**src/rtl/decoder_2x4_mux_2x1_pkg.sv**
```systemverilog
// Shared definitions for the dataflow-modeling glue blocks: decoder widths
// and the one-hot result type.
package dfm_pkg;

    localparam int DEC_OUT_W = 4;
    localparam int DEC_SEL_W = 2;

    typedef logic [DEC_OUT_W-1:0] onehot4_t;

endpackage : dfm_pkg

```
**src/rtl/decoder_2x4_mux_2x1_if.sv**
```systemverilog
// Bundle of the data/control inputs and registered results of the
// decoder_2x4_mux_2x1 glue block. The master drives inputs and observes
// results; the slave (the block itself) does the opposite.
interface decoder_2x4_mux_2x1_if;
    import dfm_pkg::*;

    logic     in_a;
    logic     in_b;
    logic     sel;
    logic     en;
    logic     out_m;
    onehot4_t out_d;

    modport master (
        output in_a,
        output in_b,
        output sel,
        output en,
        input  out_m,
        input  out_d
    );

    modport slave (
        input  in_a,
        input  in_b,
        input  sel,
        input  en,
        output out_m,
        output out_d
    );

endinterface : decoder_2x4_mux_2x1_if

```
**src/rtl/decoder_2x4_mux_2x1_core.sv**
```systemverilog
// Purely combinational enable-gated 2-to-4 one-hot decoder.
// Index is {i_a, i_b} with i_a as the MSB. Unknown inputs give an unknown
// result, because the shift amount is X.
module decoder_2x4_core
    import dfm_pkg::*;
(
    input  logic     i_a,
    input  logic     i_b,
    input  logic     i_en,
    output onehot4_t o_dec
);

    logic [DEC_SEL_W-1:0] w_idx;
    onehot4_t             w_one;

    assign w_idx = {i_a, i_b};
    assign w_one = {{(DEC_OUT_W-1){1'b0}}, 1'b1};

    // Select one output bit from the index when enabled, all zeros otherwise.
    always_comb begin
        o_dec = {DEC_OUT_W{1'b0}};
        if (i_en == 1'b1) begin
            o_dec = w_one << w_idx;
        end else if (i_en == 1'b0) begin
            o_dec = {DEC_OUT_W{1'b0}};
        end else begin
            o_dec = {DEC_OUT_W{1'bx}};
        end
    end

endmodule : decoder_2x4_core

```
**src/rtl/decoder_2x4_mux_2x1.sv**
```systemverilog
// Registered 2:1 mux and enable-gated 2-to-4 one-hot decoder sharing the
// same two data bits. Both results are captured in output registers, giving
// one cycle of latency; an active-low reset clears them asynchronously.
module decoder_2x4_mux_2x1
    import dfm_pkg::*;
(
    input  logic                     clk,
    input  logic                     rst_n,
    decoder_2x4_mux_2x1_if.slave     bus
);

    logic     w_mux_n;
    onehot4_t w_dec_n;
    logic     r_out_m;
    onehot4_t r_out_d;

    // Mux input 0 is A, input 1 is B.
    assign w_mux_n = bus.sel ? bus.in_b : bus.in_a;

    decoder_2x4_core u_dec (
        .i_a   (bus.in_a),
        .i_b   (bus.in_b),
        .i_en  (bus.en),
        .o_dec (w_dec_n)
    );

    // Output registers: cleared at once by reset, otherwise load the
    // combinational results each rising edge.
    always_ff @(posedge clk or negedge rst_n) begin
        if (!rst_n) begin
            r_out_m <= 1'b0;
            r_out_d <= {DEC_OUT_W{1'b0}};
        end else begin
            r_out_m <= w_mux_n;
            r_out_d <= w_dec_n;
        end
    end

    assign bus.out_m = r_out_m;
    assign bus.out_d = r_out_d;

endmodule : decoder_2x4_mux_2x1

```
**src/flat_wrapper.sv**
```systemverilog
// flat-port wrapper written by rule: the top's interface ports become plain ports
module decoder_2x4_mux_2x1_flat import dfm_pkg::*;
  (clk, rst_n, bus_in_a, bus_in_b, bus_sel, bus_en, bus_out_m, bus_out_d);
  decoder_2x4_mux_2x1_if bus_i ();
  input  logic clk;
  input  logic rst_n;
  input wire logic [$bits(bus_i.in_a)-1:0] bus_in_a;
  input wire logic [$bits(bus_i.in_b)-1:0] bus_in_b;
  input wire logic [$bits(bus_i.sel)-1:0] bus_sel;
  input wire logic [$bits(bus_i.en)-1:0] bus_en;
  output wire logic [$bits(bus_i.out_m)-1:0] bus_out_m;
  output wire logic [$bits(bus_i.out_d)-1:0] bus_out_d;
  assign bus_i.in_a = bus_in_a;
  assign bus_i.in_b = bus_in_b;
  assign bus_i.sel = bus_sel;
  assign bus_i.en = bus_en;
  assign bus_out_m = bus_i.out_m;
  assign bus_out_d = bus_i.out_d;
  decoder_2x4_mux_2x1 u_core (.clk(clk), .rst_n(rst_n), .bus(bus_i));
endmodule
```
**config.mk**
```make
export PLATFORM = sky130hd
export DESIGN_NAME = decoder_2x4_mux_2x1_flat
export DESIGN_NICKNAME = d
export VERILOG_FILES = /design/src/rtl/decoder_2x4_mux_2x1_pkg.sv /design/src/rtl/decoder_2x4_mux_2x1_if.sv /design/src/rtl/decoder_2x4_mux_2x1_core.sv /design/src/rtl/decoder_2x4_mux_2x1.sv /design/src/flat_wrapper.sv
export SDC_FILE = /design/constraint.sdc
export NUM_CORES = 1
export LEC_CHECK = 0
export BUFFER_PORTS_ARGS = -buffer_cell sky130_fd_sc_hd__buf_2
export CAP_MARGIN = 10
export CORE_AREA = 2 2 39 41
export DETAILED_ROUTE_END_ITERATION = 8
export DIE_AREA = 0 0 41 43
export PLACE_DENSITY = 0.3
export SYNTH_ARGS = -nofsm -noshare
export SYNTH_HDL_FRONTEND = slang
export SYNTH_SLANG_ARGS = --single-unit
```
**constraint.sdc**
```tcl
create_clock -name clk -period 0.8 [get_ports clk]
set_input_delay 0 -clock clk [delete_from_list [all_inputs] [get_ports clk]]
set_output_delay 0 -clock clk [all_outputs]
set_load 0.01 [all_outputs]
```
# After elaboration in Yosys (flattened, before gate mapping)
# Index checks and enable logic that the tools add are counted.
# word_totals
ff_bits	5
in_bits	6
output_inout_bits	5
wordCells	5
# classes
n_shift	1
muxes	2
# op_table
cell	n
$mux W4	1
$shl A1 B2 Y4 const A	1
$mux W1	1

# Logic depth before layout (Yosys ltp)
# Gate-level depths: netlist (run 1).
# depth
depth_word	2
depth_mapped	1
mapped_depth_nobuf	1

# Modules after synthesis
# Synthesis (run 1) repeated with hierarchy kept, for this count alone.
# hier_totals
cells_unflattened	10
hier_area_um2	177.7
# modules_own_cells
mod	n_inst	cells_per_inst	area_each_um2	seq_area_each_um2
decoder_2x4_mux_2x1	1	6	140.1	125.1
decoder_2x4_core	1	4	37.5	0.0

# Least setup slack after synthesis (run 1)
# OpenSTA, ideal clock, no wires.
# synth_timing
path_type	input-to-reg
from	input port bus_sel
to	register u_core.r_out_m, in the netlist u_core.bus.out_m
setup_ns	0.125
arrival_ns	0.268
required_ns	0.675
setup_slack_ns	0.407
stages	1
n_path_buf	0
cell_sequence	mux2_4
# synth_between
elab_chain_len	1
# synth_rtl
element	line	rtl
from (decl)	flat_wrapper.sv:9	input wire logic [$bits(bus_i.sel)-1:0] bus_sel;
$mux W1	decoder_2x4_mux_2x1.sv:18	assign w_mux_n = bus.sel ? bus.in_b : bus.in_a;
to (signal assigned)	decoder_2x4_mux_2x1.sv:34	r_out_m <= w_mux_n;
to (decl)	decoder_2x4_mux_2x1.sv:14	logic r_out_m;
# No other way between the ends.

# Worst setup path after layout (run 1)
# layout_timing
from	register u_core.r_out_d[1], in the netlist u_core.bus.out_d[1]
to	output port bus_out_d[1]
# layout_rtl
element	line	rtl
from (decl)	decoder_2x4_mux_2x1.sv:15	onehot4_t r_out_d;
from (signal assigned)	decoder_2x4_mux_2x1.sv:32	r_out_d <= {DEC_OUT_W{1'b0}};
from (signal assigned)	decoder_2x4_mux_2x1.sv:35	r_out_d <= w_dec_n;
to (decl)	flat_wrapper.sv:12	output wire logic [$bits(bus_i.out_d)-1:0] bus_out_d;
# No word-level cell between the ends.

==> results of run 1 <==
==> report_power, final <==
group	switching [mW]	leakage (nW)	total, mW	internal (mW)
clock network	0.0914	0.0150	0.279	0.188
registers	0.00213	0.0655	0.268	0.265
logic	0.0277	0.0847	0.0661	0.0384
==> layout make-up <==
| cell class | count | share of cell area |
|---|---|---|
| Timing Repair Buffer | 13 | 0.266 |
| Multi-Input combinational cell | 5 | 0.166 |
| Tap cell | 16 | 0.0664 |
| Sequential cell | 5 | 0.415 |
| Clock buffer | 4 | 0.0871 |
==> timing repair <==
item                       CTS  global route
setup buffers                0             0
hold buffers                 3             0
setup endpoints to repair    0             0
hold endpoints to repair     6             0
gates resized for setup      0             0
==> logic make-up (layout without fill, tap and decap cells) <==
group         after synthesis  in the layout  share of synthesized area
flops                       5              5                      0.714
mux                         1              1                     0.0857
simple gates                4              4                      0.200
buf+inv                     0             17                          0
==> how the worst min path moves through the flow <==
stage	end	slack (ps)	cells after the start	from
floorplan	u_core.bus.out_d[0]$_DFF_PN0_	-300	0	rst_n
global placement	u_core.bus.out_d[1]$_DFF_PN0_	-180	1	rst_n
detailed placement	u_core.bus.out_d[3]$_DFF_PN0_	-190	1	rst_n
CTS	u_core.bus.out_m$_DFF_PN0_	20	2	bus_sel
global route	u_core.bus.out_m$_DFF_PN0_	10	2	bus_sel
finish	u_core.bus.out_m$_DFF_PN0_	30	2	bus_sel
==> through the flow <==
step / total power, mW / utilization
after global routing: 0.653 / 0.218
after global placement: 0.326 / 0.177
after detailed placement: 0.327 / 0.177
after floorplan: 0.293 / -
after CTS: 0.626 / 0.218
final: 0.613 / 0.218
==> cell usage after synthesis <==
cell / n
nor3b_1: 1
dfrtp_1: 5
mux2_4: 1
and3b_2: 2
and3_2: 1
==> layer usage <==
| metal | up-vias | global-route usage |
|---|---|---|
| li1 | 68 | - |
| met1 | 59 | 0.0461 |
| met2 | 10 | 0.0531 |
| met3 | 0 | 0.0209 |
| met4 | 0 | 0.100 |
| met5 | - | 0 |
==> state kept, by name (all words and copies together), names as in the netlist <==
register,cells
u_core.bus.out_d,4
u_core.bus.out_m,1
==> flow_metrics.tcl, run 1 <==
set metrics [dict create \
    root_buffer "clkbuf_4" \
    io_buffer_count 10 \
    hold_class "input port to flip-flop" \
    crit_path_max_fanout 1 \
    cp.depth 1 \
    holdWs_ps 28.7 \
    synth_top_area_cell "dfrtp_1" \
    core-area_um2 1380 \
    htreeDepth 1 \
    finalCritPeriodShare 0.905 \
    synth.distinct_cells 5 \
    ir_drop_mv 0.455 \
    critPathKind "flip-flop to primary output" \
    netlist_area_um2 175 \
    critPathMaxStageDelay_ps 350 \
    syn_area_per_cell_um2 17.5 \
    critPathTopFamily "flip-flops" \
    crit_end "bus_out_d[1]" \
    grt_max_degree 6 \
    seq_area_frac_synth 0.714 \
    fin_crit_ps 724 \
    placedCellCount 36 \
    rsz0062_at_grt "false" \
    wl_met3_um 61 \
    grt.total_usage 0.0506 \
    cts_buffers 3 \
    die_height_um 43 \
    worst_slew_pin_slew_ps 168 \
    crit_slowest_cell "dfrtp_1" \
    slew_headroom 0.888 \
    wl_met1_um 136 \
    wl_per_cell_um 7.98 \
    final_common_cell "buf_2" \
    finalWorstSetupSlack_ps 75.9 \
    rows 14 \
    layout-drive-gt1-share 0.630 \
    pre_cts_ws_ps 285 \
    start_util 0.127 \
    final_nets 34 \
    setup_violations 0 \
    antenna_cells 0 \
    critPathBufInv 1 \
    die_w_um 41 \
    tns_ps 0 \
    fin_cells 43 \
    seq_area_um2 125 \
    clk_pin_slew_worst_paths_ps 40 \
    drc_errors 0 \
    drtIter0Drc 2 \
    start_kind "flip-flop" \
    synth_area_leaders "dfrtp_1 71%, and3b_2 11%, mux2_4 8.6%" \
    final_area_um2 302 \
    multiInputGateArea_um2 50.0 \
    clkSinkCount 5 \
    hold_violations 0 \
    cp-startpoint "u_core.bus.out_d[1]$_DFF_PN0_" \
    layout_common_cells "10 x buf_2, 5 x dfrtp_1, 3 x clkbuf_4, 3 x dlygate4sd3_1, 2 x and3b_2" \
    placedInstanceArea_um2 245 \
    viasPerCell 3.19 \
    io_pins 11 \
    via_count 137 \
    timing.fmax_mhz 1380 \
    status "finished, final reports clean" \
    ys_seq_elements 5 \
    drv_slew 0 \
    synthCells 10 \
    routabilityCongestion 0.633 \
    antenna_found_initial 0 \
    gr-total-overflow 0 \
    wl_met2_um 145 \
    routed_wl_um 343 \
    grt_pass1_vias 138 \
    p_per_area_nw_per_um2 2030 \
    clock_path_buffers 2 \
    die_area_um2 1760 \
    critical_path.endpoint_type "primary output" \
    area_growth_pct 72.1 \
    ant_nets 0 \
    synth_top_area_share 0.714 \
    path_cells "buf_2" \
    fill_cells 157 \
    firstDrtPassIters 2 \
    yosysWarnings 0 \
    drv_cap 0 \
    cp.required_ps 800 \
    top_layer "met3" \
    critPathArrivalTime_ps 720 \
    p_leak_nw 0.165 \
    grt_pass1_wl_um 489 \
    cts_tree "yes" \
    synthesis.nets 16 \
]
Note: power is estimated with default switching activity, not from simulation.
==> run 2, diff against run 1 <==
--- a/config.mk
+++ b/config.mk
@@ -7,10 +7,12 @@
 export LEC_CHECK = 0
 export BUFFER_PORTS_ARGS = -buffer_cell sky130_fd_sc_hd__buf_2
 export CAP_MARGIN = 10
+export CELL_PAD_IN_SITES_DETAIL_PLACEMENT = 2
+export CELL_PAD_IN_SITES_GLOBAL_PLACEMENT = 2
 export CORE_AREA = 2 2 39 41
 export DETAILED_ROUTE_END_ITERATION = 8
 export DIE_AREA = 0 0 41 43
-export PLACE_DENSITY = 0.3
+export PLACE_DENSITY = 0.42
 export SYNTH_ARGS = -nofsm -noshare
 export SYNTH_HDL_FRONTEND = slang
 export SYNTH_SLANG_ARGS = --single-unit
==> flow_metrics.tcl, run 2 (synthesis results as in run 1) <==
set metrics [dict create \
    grt_pass1_vias 133 \
    worst_slew_pin_slew_ps 236 \
    die_height_um 43 \
    critPathBufInv 1 \
    via_count 133 \
    root_buffer "clkbuf_4" \
    rows 14 \
    power.total_mw 0.610 \
    antenna_found_initial 0 \
    fin_crit_ps 728 \
    grt_pass1_wl_um 524 \
    finalCritPeriodShare 0.910 \
    core-area_um2 1380 \
    min_from "bus_in_a" \
    hold_class "input port to flip-flop" \
    htreeDepth 1 \
    finalWorstSetupSlack_ps 72.2 \
    final_common_cell "buf_2" \
    violations "hold timing" \
    layout_common_cells "10 x buf_2, 5 x dfrtp_1, 3 x clkbuf_4" \
    cp-startpoint "u_core.bus.out_d[0]$_DFF_PN0_" \
    critPathKind "flip-flop to primary output" \
    placedInstanceArea_um2 245 \
    p_per_area_nw_per_um2 2170 \
    routabilityCongestion 0.612 \
    holdWs_ps -10.5 \
    critical_path.endpoint_type "primary output" \
    ir_drop_mv 0.323 \
    setup_violations 0 \
    antenna_cells 0 \
    grt.total_usage 0.0585 \
    wl_per_cell_um 9.56 \
    p_switching_mw 0.124 \
    routed_wl_um 392 \
    firstDrtPassIters 1 \
    crit_path_max_fanout 1 \
    cp.required_ps 800 \
    status "complete, but fails checks" \
    die_w_um 41 \
    fin_cells 41 \
    drv_cap 0 \
    start_kind "flip-flop" \
    clock_path_buffers 2 \
    io_pins 11 \
    holdBufCountCts 1 \
    fill_cells 155 \
    drtIter0Drc 0 \
    critPathTopFamily "flip-flops" \
    drc_errors 0 \
    cts_tree "yes" \
    grt_max_degree 6 \
    ant_nets 0 \
    p_comb_frac 0.097 \
    start_util 0.127 \
    path_cells "buf_2" \
    drv_slew 0 \
    seqPwrFrac 0.439 \
    p_clk_frac 0.463 \
    viasPerCell 3.24 \
    p_leak_nw 0.157 \
    die_area_um2 1760 \
    final_area_um2 282 \
    postCtsSetupRepairBufs 0 \
    area_growth_pct 60.7 \
    layout-drive-gt1-share 0.680 \
    pre_cts_ws_ps 283 \
    final_nets 32 \
    clk_pin_slew_worst_paths_ps 40 \
    clkSinkCount 5 \
    finish.utilization 0.203 \
    critPathMaxStageDelay_ps 360 \
    postCtsResizedCells 0 \
    p_int_mw 0.485 \
    slew_headroom 0.842 \
    largest_reg_flops 4 \
    placedCellCount 36 \
    hold_violations 1 \
    crit_slowest_cell "dfrtp_1" \
    rsz0062_at_grt "false" \
    cts_buffers 3 \
    io_buffer_count 10 \
    timing.fmax_mhz 1370 \
    tns_ps 0 \
    critPathArrivalTime_ps 730 \
    switching_share 0.204 \
    gr-total-overflow 0 \
]
==> run 2: final timing paths <==
| kind | slack [ps] | to | cells past startpoint |
|---|---|---|---|
| worst min-delay path | -10 | u_core.bus.out_d[0]$_DFF_PN0_ | 2 |
| max in group asynchronous | 570 | u_core.bus.out_d[2]$_DFF_PN0_ | 2 |
| worst max-delay path | 70 | bus_out_d[0] | 1 |
| min in group asynchronous | 100 | u_core.bus.out_d[1]$_DFF_PN0_ | 2 |
==> run 2: power by group through the flow <==
stage | clock network, mW | registers (mW) | logic, mW
after CTS | 0.303 | 0.268 | 0.0607
after global placement | 0 | 0.271 | 0.0551
after global routing | 0.329 | 0.268 | 0.0661
final | 0.283 | 0.268 | 0.0593
after floorplan | 0 | 0.279 | 0.0143
after detailed placement | 0 | 0.272 | 0.0567
==> run 2: metal layers <==
metal / part of all wire / GRT usage / routed length [um]
met3: 0.15 / 0.0314 / 58
met5: 0 / 0 / 0
met2: 0.42 / 0.0594 / 166
met1: 0.38 / 0.0490 / 148
met4: 0.048 / 0.120 / 19
==> run 2: final cells by class <==
cell class / count / area [um2] / share of cell area
sequential: 5 / 125 / 0.444
timing repair buffer: 11 / 60.1 / 0.213
multi-input combinational: 5 / 50.0 / 0.178
clock buffer: 4 / 26.3 / 0.0933
tap: 16 / 20.0 / 0.0711
==> run 3, diff against run 2 <==
--- a/config.mk
+++ b/config.mk
@@ -10,8 +10,10 @@
 export CELL_PAD_IN_SITES_DETAIL_PLACEMENT = 2
 export CELL_PAD_IN_SITES_GLOBAL_PLACEMENT = 2
 export CORE_AREA = 2 2 39 41
+export CTS_BUF_LIST = sky130_fd_sc_hd__clkbuf_16
 export DETAILED_ROUTE_END_ITERATION = 8
 export DIE_AREA = 0 0 41 43
+export HOLD_SLACK_MARGIN = 0.15
 export PLACE_DENSITY = 0.42
 export SYNTH_ARGS = -nofsm -noshare
 export SYNTH_HDL_FRONTEND = slang
==> flow_metrics.tcl, run 3 (synthesis results as in run 1) <==
set metrics [dict create \
    viasPerCell 3.48 \
    critPathKind "input port to flip-flop" \
    drc_errors 0 \
    antenna_found_initial 0 \
    cts_buffers 3 \
    io_pins 11 \
    critPathMaxStageDelay_ps 530 \
    seqPwrFrac 0.239 \
    routabilityCongestion 0.612 \
    p_per_area_nw_per_um2 3230 \
    ir_drop_mv 0.782 \
    core-area_um2 1380 \
    drtIter0Drc 1 \
    root_buffer "clkbuf_16" \
    setup_violations 0 \
    p_comb_frac 0.057 \
    cts_tree "yes" \
    layout_common_cells "10 x buf_2, 5 x dfrtp_1, 3 x clkbuf_16" \
    die_w_um 41 \
    finalCritPeriodShare 0.943 \
    critPathArrivalTime_ps 860 \
    p_leak_nw 0.190 \
    grt_pass1_vias 148 \
    holdBufCountCts 2 \
    io_buffer_count 10 \
    die_area_um2 1760 \
    via_count 146 \
    rsz0062_at_grt "false" \
    area_growth_pct 99.3 \
    power.total_mw 1.13 \
    clkSinkCount 5 \
    worst_slew_pin_slew_ps 147 \
    fin_crit_ps 754 \
    grt_pass1_wl_um 545 \
    seq_area_um2 125 \
    antenna_cells 0 \
    final_common_cell "buf_2" \
    critical_path.endpoint_type "flip-flop" \
    finalWorstSetupSlack_ps 45.9 \
    pre_cts_ws_ps 283 \
    placedCellCount 36 \
    drv_cap 0 \
    htreeDepth 1 \
    hold_violations 1 \
    crit_path_max_fanout 4 \
    status "complete, but fails checks" \
    start_kind "input port" \
    firstDrtPassIters 2 \
    multiInputGateArea_um2 55.1 \
    crit_slowest_cell "dlygate4sd3_1" \
    ant_nets 0 \
    routed_wl_um 402 \
    grt.total_usage 0.0575 \
    slew_headroom 0.901 \
    grt_max_degree 6 \
    switching_share 0.159 \
    gr-total-overflow 0 \
    timing.fmax_mhz 1330 \
    path_cells "dlygate4sd3_1 -> buf_2 -> and3b_2" \
    holdWs_ps -9.84 \
    violations "hold timing" \
    start_util 0.127 \
    die_height_um 43 \
    largest_reg_flops 4 \
    wl_per_cell_um 9.57 \
    clk_pin_slew_worst_paths_ps 30 \
    final_nets 33 \
    drv_slew 0 \
    fill_cells 150 \
    clock_path_buffers 2 \
    layout-drive-gt1-share 0.692 \
    p_clk_frac 0.705 \
    cp.required_ps 910 \
    rows 14 \
    p_switching_mw 0.180 \
    fin_cells 42 \
    p_int_mw 0.948 \
    hold_class "input port to flip-flop" \
    tns_ps 0 \
]
run 3: changes by cell type in the layout (fill, tap and decap cells not counted):
cell           change
clkbuf_16          +3
clkbuf_4           -3
clkbuf_1           -1
dlygate4sd3_1      +1
inv_1              +1
nor3b_1            -1
nor3b_2            +1
run 3: critical path, delay by kind of cell:
kind,cells,cell delay [ps]
buffers and inverters,2,660
AND/OR/NAND/NOR,1,200
run 3: path summary, 6_finish.rpt:
path	cells past startpoint	from	slack [ps]	to
min in group asynchronous	2	rst_n	120	u_core.bus.out_d[1]$_DFF_PN0_
max	3	bus_en	50	u_core.bus.out_d[2]$_DFF_PN0_
min	2	bus_in_b	-10	u_core.bus.out_d[0]$_DFF_PN0_
max in group asynchronous	2	rst_n	560	u_core.bus.out_d[2]$_DFF_PN0_
run 3: power by group through the flow:
| stage | clock network [mW] | logic, mW | registers (mW) |
|---|---|---|---|
| CTS | 0.814 | 0.0647 | 0.269 |
| floorplan | 0 | 0.0143 | 0.279 |
| global route | 0.834 | 0.0714 | 0.270 |
| global placement | 0 | 0.0551 | 0.271 |
| finish | 0.795 | 0.0639 | 0.269 |
| detailed placement | 0 | 0.0567 | 0.272 |
run 3: routing by layer:
layer  share of wire  track usage
met2            0.46       0.0656
met5               0            0
met4           0.030        0.100
met3            0.14       0.0314
met1            0.37       0.0490
run 3: what timing repair did:
| item | CTS | global route |
|---|---|---|
| buffers inserted | 0 | 0 |
| endpoints found under the setup margin | 0 | 1 |
| endpoints found under the hold margin | 10 | 10 |
| gates resized for setup | 0 | 1 |
run 3: area by class of cell:
| cell class | instances | area share |
|---|---|---|
| flip-flops and latches | 5 | 0.358 |
| clock buffers | 3 | 0.215 |
| repair buffers | 12 | 0.201 |
| multi-input cells | 5 | 0.158 |
| well taps | 16 | 0.0573 |
| clock inverters | 1 | 0.0108 |
run 3: metrics by stage:
| stage | instance area, um2 | util | hold slack [ps] |
|---|---|---|---|
| after global routing | 349 | 0.252 | 1.63 |
| final | 349 | 0.252 | -9.84 |
| after global placement | 245 | 0.177 | -187 |
| after floorplan | 175 | - | -296 |
| after CTS | 344 | 0.249 | 2.20 |
| after detailed placement | 245 | 0.177 | -186 |
